[config.mk]
export PLATFORM = sky130hd
export DESIGN_NAME = sync_fifo_ctrl_flat
export DESIGN_NICKNAME = d
export VERILOG_FILES = /design/src/rtl/sync_fifo_ctrl_if.sv /design/src/rtl/sync_fifo_ctrl.sv /design/src/flat_wrapper.sv
export SDC_FILE = /design/constraint.sdc
export NUM_CORES = 1
export LEC_CHECK = 0
export CAP_MARGIN = 5
export CORE_MARGIN = 3
export CORE_UTILIZATION = 38
export DETAILED_ROUTE_END_ITERATION = 8
export PLACE_DENSITY = 0.74
export SETUP_SLACK_MARGIN = 0.3
export SLEW_MARGIN = 20
export SYNTH_ARGS = -nofsm -noshare
export SYNTH_HDL_FRONTEND = slang
export SYNTH_SLANG_ARGS = --single-unit
[constraint.sdc]
create_clock -name clk -period 1.6 [get_ports clk]
set_input_delay 0.32 -clock clk [delete_from_list [all_inputs] [get_ports clk]]
set_output_delay 0.32 -clock clk [all_outputs]
set_load 0.01 [all_outputs]
[src/rtl/sync_fifo_ctrl_if.sv]
// Handshake/flag bundle between producer/consumer logic and the FIFO pointer controller.
// Latency: none (wires only).
// Backpressure: FULL/EMPTY gate pushes/pops. ALMOST_* exist only with FIFO_CTRL_WATERMARK_EN.
interface sync_fifo_ctrl_if #(
    parameter int MEM_DEPTH = 8
);
    localparam int AW = $clog2(MEM_DEPTH);

    logic          w_inc;
    logic          r_inc;
    logic          err_clr;
    logic          mem_w_en;
    logic [AW-1:0] mem_w_addr;
    logic [AW-1:0] mem_r_addr;
    logic          full;
    logic          empty;
    logic [AW:0]   fifo_cnt;
    logic          ovf;
    logic          unf;
`ifdef FIFO_CTRL_WATERMARK_EN
    logic          almost_full;
    logic          almost_empty;
`endif

    // Producer/consumer side.
    modport master (
        output w_inc, r_inc, err_clr,
        input  mem_w_en, mem_w_addr, mem_r_addr, full, empty, fifo_cnt, ovf, unf
`ifdef FIFO_CTRL_WATERMARK_EN
        , input almost_full, almost_empty
`endif
    );

    // Controller side.
    modport slave (
        input  w_inc, r_inc, err_clr,
        output mem_w_en, mem_w_addr, mem_r_addr, full, empty, fifo_cnt, ovf, unf
`ifdef FIFO_CTRL_WATERMARK_EN
        , output almost_full, almost_empty
`endif
    );
endinterface

[src/rtl/sync_fifo_ctrl.sv]
// Single-clock FIFO pointer/flag controller driving a dual-port memory (FWFT read at mem_r_addr).
// Latency: mem_w_en combinational; flags/count/errors update 1 cycle after the accepting edge.
// Backpressure: push dropped while FULL (sets OVF), pop dropped while EMPTY (sets UNF).
// Optional: `define FIFO_CTRL_WATERMARK_EN adds almost_full/almost_empty outputs.
module sync_fifo_ctrl #(
    parameter int MEM_DEPTH = 8
`ifdef FIFO_CTRL_WATERMARK_EN
    ,
    parameter int AF_LEVEL  = 6,
    parameter int AE_LEVEL  = 2
`endif
) (
    input  logic            clk,
    input  logic            rst_n,
    sync_fifo_ctrl_if.slave ctrl
);
    localparam int AW = $clog2(MEM_DEPTH);

    logic [AW:0] wr_ptr_q, wr_ptr_d;
    logic [AW:0] rd_ptr_q, rd_ptr_d;
    logic        ovf_q, ovf_d;
    logic        unf_q, unf_d;
    logic        full, empty;
    logic        push_ok, pop_ok;
    logic [AW:0] cnt;

    // Flags come only from registered pointers; the extra wrap bit separates full from empty.
    always_comb begin
        empty   = (wr_ptr_q == rd_ptr_q);
        full    = (wr_ptr_q[AW] != rd_ptr_q[AW]) && (wr_ptr_q[AW-1:0] == rd_ptr_q[AW-1:0]);
        cnt     = wr_ptr_q - rd_ptr_q;
        push_ok = ctrl.w_inc & ~full;
        pop_ok  = ctrl.r_inc & ~empty;
    end

    // Pointer advance and sticky error next-state; a new error beats a same-cycle clear.
    always_comb begin
        wr_ptr_d = wr_ptr_q + (AW+1)'(push_ok);
        rd_ptr_d = rd_ptr_q + (AW+1)'(pop_ok);
        ovf_d    = ovf_q;
        unf_d    = unf_q;
        if (ctrl.err_clr) begin
            ovf_d = 1'b0;
            unf_d = 1'b0;
        end
        if (ctrl.w_inc && full) begin
            ovf_d = 1'b1;
        end
        if (ctrl.r_inc && empty) begin
            unf_d = 1'b1;
        end
    end

    // State registers; reset discards all contents immediately.
    always_ff @(posedge clk or negedge rst_n) begin
        if (!rst_n) begin
            wr_ptr_q <= '0;
            rd_ptr_q <= '0;
            ovf_q    <= 1'b0;
            unf_q    <= 1'b0;
        end else begin
            wr_ptr_q <= wr_ptr_d;
            rd_ptr_q <= rd_ptr_d;
            ovf_q    <= ovf_d;
            unf_q    <= unf_d;
        end
    end

    assign ctrl.mem_w_en   = push_ok;
    assign ctrl.mem_w_addr = wr_ptr_q[AW-1:0];
    assign ctrl.mem_r_addr = rd_ptr_q[AW-1:0];
    assign ctrl.full       = full;
    assign ctrl.empty      = empty;
    assign ctrl.fifo_cnt   = cnt;
    assign ctrl.ovf        = ovf_q;
    assign ctrl.unf        = unf_q;

`ifdef FIFO_CTRL_WATERMARK_EN
    assign ctrl.almost_full  = (cnt >= (AW+1)'(AF_LEVEL));
    assign ctrl.almost_empty = (cnt <= (AW+1)'(AE_LEVEL));
`endif
endmodule

[src/flat_wrapper.sv]
// flat-port wrapper written by rule: the top's interface ports become plain ports
module sync_fifo_ctrl_flat 
#(
    parameter int MEM_DEPTH = 8

)
  (clk, rst_n, ctrl_w_inc, ctrl_r_inc, ctrl_err_clr, ctrl_mem_w_en, ctrl_mem_w_addr, ctrl_mem_r_addr, ctrl_full, ctrl_empty, ctrl_fifo_cnt, ctrl_ovf, ctrl_unf);
  sync_fifo_ctrl_if #(.MEM_DEPTH(MEM_DEPTH)) ctrl_i ();
  input  logic clk;
  input  logic rst_n;
  input wire logic [$bits(ctrl_i.w_inc)-1:0] ctrl_w_inc;
  input wire logic [$bits(ctrl_i.r_inc)-1:0] ctrl_r_inc;
  input wire logic [$bits(ctrl_i.err_clr)-1:0] ctrl_err_clr;
  output wire logic [$bits(ctrl_i.mem_w_en)-1:0] ctrl_mem_w_en;
  output wire logic [$bits(ctrl_i.mem_w_addr)-1:0] ctrl_mem_w_addr;
  output wire logic [$bits(ctrl_i.mem_r_addr)-1:0] ctrl_mem_r_addr;
  output wire logic [$bits(ctrl_i.full)-1:0] ctrl_full;
  output wire logic [$bits(ctrl_i.empty)-1:0] ctrl_empty;
  output wire logic [$bits(ctrl_i.fifo_cnt)-1:0] ctrl_fifo_cnt;
  output wire logic [$bits(ctrl_i.ovf)-1:0] ctrl_ovf;
  output wire logic [$bits(ctrl_i.unf)-1:0] ctrl_unf;
  assign ctrl_i.w_inc = ctrl_w_inc;
  assign ctrl_i.r_inc = ctrl_r_inc;
  assign ctrl_i.err_clr = ctrl_err_clr;
  assign ctrl_mem_w_en = ctrl_i.mem_w_en;
  assign ctrl_mem_w_addr = ctrl_i.mem_w_addr;
  assign ctrl_mem_r_addr = ctrl_i.mem_r_addr;
  assign ctrl_full = ctrl_i.full;
  assign ctrl_empty = ctrl_i.empty;
  assign ctrl_fifo_cnt = ctrl_i.fifo_cnt;
  assign ctrl_ovf = ctrl_i.ovf;
  assign ctrl_unf = ctrl_i.unf;
  sync_fifo_ctrl #(.MEM_DEPTH(MEM_DEPTH)) u_core (.clk(clk), .rst_n(rst_n), .ctrl(ctrl_i));
endmodule
==> impl_metrics.json, run 1 <==
{
  "status": "finished with violations",
  "violations": "negative setup slack",
  "clk_path_buf_depth": 2,
  "crit_type": "reg2out",
  "synth-edff-count": 0,
  "r2r-start": "u_core.rd_ptr_q[0]$_DFF_PN0_",
  "core_area_um2": 1350,
  "max_clock_freq_mhz": 527.7,
  "r2r_setup_slack_ps": -240,
  "ys_ff_latch": 10,
  "routedWlPerCell_um": 13.34,
  "slew_violations": 0,
  "nets": 98,
  "antenna_found_initial": 0,
  "tightest_slew_ps": 458.6,
  "port_buffers": 19,
  "fin_ws_ps": -294.9,
  "start_util": 0.4217,
  "htree_levels": 1,
  "rr_worst_depth": 8,
  "ys.flop_type": "dfrtp_1",
  "syn-cell-area_um2": 569.3,
  "grt-ovfl-total": 0,
  "cap_violations": 0,
  "grt_max_degree": 11,
  "ir_drop_mv": 2.119,
  "critPathSlowestCell": "dfrtp_1",
  "post_layout_nonfiller_instances": 99,
  "numCtsBuffers": 3,
  "path_cells": "inv_2 -> ha_4 -> nor2b_4 -> a221oi_2 -> xor2_1 -> buf_2",
  "clk_pin_slew_ps": 70,
  "syn_nets": 62,
  "cts-root-buf": "clkbuf_4",
  "slowest_delay_ps": 390,
  "clock_insertion_delay_worst_skew_ps": 260,
  "syn_inst": 49,
  "startpoint_type": "register",
  "die_height_um": 44.71,
  "grt_pass1_wl_mm": 2.256,
  "antennaDiodeCount": 0,
  "finalCritPeriodShare": 1.184,
  "path_max_fanout": 4,
  "detail-route-antenna-nets": 0,
  "syn_to_final_growth_pct": 86.37,
  "ios": 20,
  "p_per_area_nw_per_um2": 2745,
  "avgViaCountPerCell": 4.646,
  "row_count": 13,
  "required_ps": 1280,
  "synth_cell_types": 13,
  "ys.warnings.count": 0,
  "cts_tree": "built",
  "ys_seq_area_frac": 0.4396,
  "finalSetupViolCount": 12,
  "drt_iter0_drc": 0,
  "grt_pass1_vias": 546,
  "fp.dieW_um": 44.71,
  "dieArea_um2": 1999,
  "avgSynthCellArea_um2": 11.62,
  "synth_area_leaders": "dfrtp_1 (44%), ha_1 (15%), buf_4 (7.9%), xor2_1 (6.2%), inv_1 (4.6%)",
  "placed_cells": 90,
  "hold_class": "in2async",
  "fill_cells": 84,
  "synth_most_common_cell": "dfrtp_1",
  "hold_viol": 0,
  "track_usage": 0.1586,
  "ys_async_sr_fraction": 1.000,
  "relSlewSlack": 0.6933,
  "synth_commonest_cells": "dfrtp_1 (10), ha_1 (7), inv_1 (7)",
  "drt-total-wl_mm": 1.321,
  "yosysTopAreaCellShare": 0.4396,
  "period_minus_slack_ps": 1895,
  "dp_hpwl_um": 938,
  "first_pass_iters": 1,
  "globalplace.congestion": 0.6961,
  "fin_skew_ps": 0.8772,
  "rsz0062_at_grt": "true",
  "cts_num_sinks": 10,
  "leakagePower_nw": 0.5050,
  "num_vias": 460,
  "layout-drive-gt1-share": 0.6905,
  "cp-end-kind": "primary output",
  "rr_endpoint": "u_core.wr_ptr_q[2]$_DFF_PN0_",
  "route.detailed.drc": 0,
  "yosysTopAreaCell": "dfrtp_1",
  "arrival_ps": 1570,
  "fin_util": 0.7859
}
[worst max-delay path by stage]
stage | slack (ps) | from | endpoint
4_1_cts | -310 | u_core.rd_ptr_q[2]$_DFF_PN0_ | ctrl_fifo_cnt[3]
5_1_grt | -390 | u_core.rd_ptr_q[2]$_DFF_PN0_ | ctrl_fifo_cnt[3]
2_1_floorplan | -100 | u_core.rd_ptr_q[1]$_DFF_PN0_ | u_core.wr_ptr_q[2]$_DFF_PN0_
3_5_place_dp | -470 | u_core.wr_ptr_q[2]$_DFF_PN0_ | ctrl_fifo_cnt[3]
3_3_place_gp | -450 | u_core.wr_ptr_q[2]$_DFF_PN0_ | ctrl_fifo_cnt[3]
6_report | -290 | u_core.rd_ptr_q[2]$_DFF_PN0_ | ctrl_fifo_cnt[3]
[kinds of logic (layout without fill, tap and decap cells)]
| group | count (synthesis) | count (layout) | synth area share |
|---|---|---|---|
| buffers and inverters | 13 | 48 | 0.1253 |
| flip-flops | 10 | 10 | 0.4396 |
| XOR/XNOR | 7 | 7 | 0.1077 |
| adder cells (fa/ha/maj) | 8 | 8 | 0.1890 |
| AND/OR/NAND/NOR | 8 | 8 | 0.08131 |
| AO/OA/AOI/OAI | 3 | 3 | 0.05714 |
[state kept, by name (all words and copies together) (netlist names)]
| signal | flops |
|---|---|
| u_core.wr_ptr_q | 4 |
| u_core.ctrl.unf | 1 |
| u_core.ctrl.ovf | 1 |
| u_core.rd_ptr_q | 4 |
[critical path: cells and delay by family (launching register included)]
kind	cells	cell delay (ps)
compound gates	1	220
flops	1	390
simple gates	1	130
xor+xnor	1	150
fa+ha+maj	1	220
buf+inv	2	210
[placed cells by master, fill, tap and decap left out]
cell             instances
dfrtp_2                  1
xor2_2                   1
clkdlybuf4s50_1          4
fa_2                     1
buf_4                    7
nor2b_2                  1
a221oi_2                 1
buf_2                    6
xnor2_1                  3
dlygate4sd2_1            2
nand3_2                  3
xor2_1                   3
dfrtp_1                  9
inv_2                    4
a22o_1                   2
buf_6                   18
nor2_4                   1
clkbuf_4                 3
ha_4                     7
clkbuf_8                 1
and2b_2                  1
inv_1                    3
nor2b_4                  2
[per-layer routing]
metal | routed length [um] | GRT usage | up-vias
li1 | - | - | 223
met5 | 0 | 0 | -
met4 | 5 | 0.07229 | 0
met1 | 511 | 0.1814 | 218
met3 | 83 | 0.02390 | 2
met2 | 721 | 0.2865 | 17
[power breakdown]
part / internal, mW / switching, mW
Sequential: 0.392 / 0.121
Clock: 0.138 / 0.0845
Combinational: 1.26 / 0.915
[layout make-up]
type,instances,area (um^2),share of cell area
Inverter,7,26.28,0.02476
Multi-Input combinational cell,26,385.4,0.3632
Timing Repair Buffer,37,342.8,0.3231
Sequential cell,10,251.5,0.2370
Tap cell,15,18.77,0.01769
Clock buffer,4,36.28,0.03420
[timing repair]
| item | CTS | global route |
|---|---|---|
| setup buffers | 4 | 1 |
| gates resized for setup | 82 | 3 |
| hold buffers | 0 | 0 |
| endpoints found under the hold margin | 0 | 0 |
| pin swaps | 8 | 0 |
| setup endpoints to repair | 25 | 21 |
[stage by stage]
stage / total power [mW] / TNS, ps / area [um^2] / worst slack [ps] / hold WS [ps]
6_report: 2.912 / -2220 / 1061 / -294.9 / 377.9
5_1_grt: 3.155 / -3241 / 1061 / -387.9 / 409.4
4_1_cts: 2.857 / -2014 / 1037 / -305.7 / 381.5
3_5_place_dp: 2.459 / -3019 / 909.6 / -473.4 / 511.7
3_3_place_gp: 2.406 / -2868 / 909.6 / -447.9 / 501.7
2_1_floorplan: 1.521 / -336.8 / 648.1 / -100.7 / 24.41
No activity file was read; power rests on OpenSTA's default activity.
==> run 2, diff against run 1 <==
Clock period 1.6 ns to 1.7 ns, I/O delays scaled along.
==> run 2 against run 1 <==
Effect of this change: the run still ends with negative setup slack left; clock power about the same; first-iteration DRC count increased by 3; worst hold slack improved by 7.7 ps; worst setup slack improved by 28 ps; combinational power about the same; non-clock buffer count increased by 1; sequential share of layout area decreased by 0.89 points; die area unchanged; count of clock-buffer cells in the layout unchanged; largest cell class unchanged.
==> impl_metrics.json, run 2 (same netlist as run 1, synthesis figures left out) <==
{
  "status": "finished with violations",
  "violations": "negative setup slack",
  "die_height_um": 44.71,
  "rsz0062_at_grt": "true",
  "clock_insertion_delay_worst_skew_ps": 270,
  "placed_cells": 91,
  "clk_path_buf_depth": 2,
  "max_clock_freq_mhz": 508.5,
  "route.detailed.drc": 0,
  "slew_violations": 0,
  "final_common_cell": "buf_6",
  "ir_drop_mv": 1.596,
  "antenna_found_initial": 0,
  "globalplace.congestion": 0.7032,
  "clk_pin_slew_ps": 70,
  "grt_max_degree": 11,
  "largest_registers": "u_core.rd_ptr_q x4, u_core.wr_ptr_q x4",
  "cap_violations": 0,
  "hold_viol": 0,
  "timing.hold.ws_ps": 385.6,
  "ios": 20,
  "cts_tree": "built",
  "detail-route-antenna-nets": 0,
  "numCtsBuffers": 3,
  "num_vias": 488,
  "track_usage": 0.1775,
  "cts_num_sinks": 10,
  "grt_pass1_wl_mm": 2.442,
  "cts-root-buf": "clkbuf_4",
  "dp_hpwl_um": 944.4,
  "relSlewSlack": 0.6859,
  "antennaDiodeCount": 0,
  "fin_ws_ps": -266.5,
  "fill_cells": 83,
  "worstSetupStartpoint": "u_core.rd_ptr_q[2]$_DFF_PN0_",
  "post-place-ws_ps": -402.1,
  "layout-drive-gt1-share": 0.7176,
  "crit_type": "reg2out",
  "core_area_um2": 1350,
  "fin_util": 0.8165,
  "first_pass_iters": 3,
  "finalSetupViolCount": 10,
  "fin_skew_ps": 4.732,
  "required_ps": 1360,
  "grt-ovfl-total": 0,
  "grt_pass1_vias": 546,
  "r2r-start": "u_core.wr_ptr_q[2]$_DFF_PN0_",
  "leakagePower_nw": 0.5302,
  "finalCritPeriodShare": 1.157,
  "hold_class": "in2async",
  "tightest_slew_ps": 469.7,
  "startpoint_type": "register",
  "path_max_fanout": 4,
  "hold_buffers": 0,
  "start_util": 0.4217,
  "arrival_ps": 1630,
  "dieArea_um2": 1999,
  "drt-total-wl_mm": 1.582,
  "htree_levels": 1,
  "row_count": 13,
  "post_layout_nonfiller_instances": 100,
  "routedWlPerCell_um": 15.82,
  "drt_iter0_drc": 3,
  "fp.dieW_um": 44.71,
  "cp-end-kind": "primary output",
  "syn_to_final_growth_pct": 93.63,
  "nets": 99,
  "port_buffers": 19,
  "final_cell_mix": "buf_6 (19), dfrtp_1 (9), buf_4 (8), ha_4 (7)",
  "avgViaCountPerCell": 4.880,
  "period_minus_slack_ps": 1967,
  "p_per_area_nw_per_um2": 2603
}
==> run 2: cell types whose count changed in the layout (fill, tap and decap cells not counted), sizes merged <==
cell    previous run  this run
buf               31        30
clkbuf             4         6
==> run 2: metrics by stage <==
step,cell area [um^2],power (mW),TNS [ps]
finish,1102,2.869,-1315
global route,1102,3.057,-1966
floorplan,648.1,1.432,-0.7658
global placement,917.1,2.264,-1855
detailed placement,917.1,2.295,-2003
CTS,1059,2.697,-1095
==> run 2: cell type report <==
type                       instances  area [um^2]  area share
multi-input combinational         26        412.9      0.3746
inverter                           7        26.28     0.02384
clock buffer                       4        36.28     0.03292
sequential                        10        251.5      0.2281
tap                               15        18.77     0.01703
timing repair buffer              38        356.6      0.3235
==> run 2: layer usage <==
metal	vias up	GRT usage	wire, um
li1	223	-	-
met3	8	0.02390	99
met4	0	0.1446	56
met2	23	0.2865	811
met1	234	0.2080	614
met5	-	0	0
==> run 2: power breakdown <==
part / internal (mW) / switching [mW] / total, mW
Combinational: 1.24 / 0.919 / 2.16
Sequential: 0.368 / 0.123 / 0.492
Clock: 0.130 / 0.0896 / 0.220
Total: 1.74 / 1.13 / 2.87
==> run 2: worst max-delay path: stages (launching register included) <==
cell	delay, ps
dfrtp_1	390
inv_2	70
ha_4	220
nor2b_4	130
a221oi_2	250
xor2_1	150
buf_2	140
==> run 2: worst paths after layout <==
path | endpoint | slack [ps] | depth (start not counted)
hold reg to reg | u_core.ctrl.ovf$_DFFE_PN0P_ | 520 | 1
setup / recovery | ctrl_fifo_cnt[3] | -270 | 6
min in group clk | u_core.ctrl.ovf$_DFFE_PN0P_ | 520 | 1
hold / removal | u_core.ctrl.ovf$_DFFE_PN0P_ | 390 | 1
max in group asynchronous | u_core.wr_ptr_q[1]$_DFF_PN0_ | 960 | 1
setup reg to reg | u_core.wr_ptr_q[2]$_DFF_PN0_ | -160 | 8
==> run 2: what timing repair did <==
item | CTS | global route
setup endpoints to repair | 23 | 21
resized for setup | 78 | 10
cloned | 0 | 0
buffers inserted | 4 | 1
pin swaps | 10 | 1
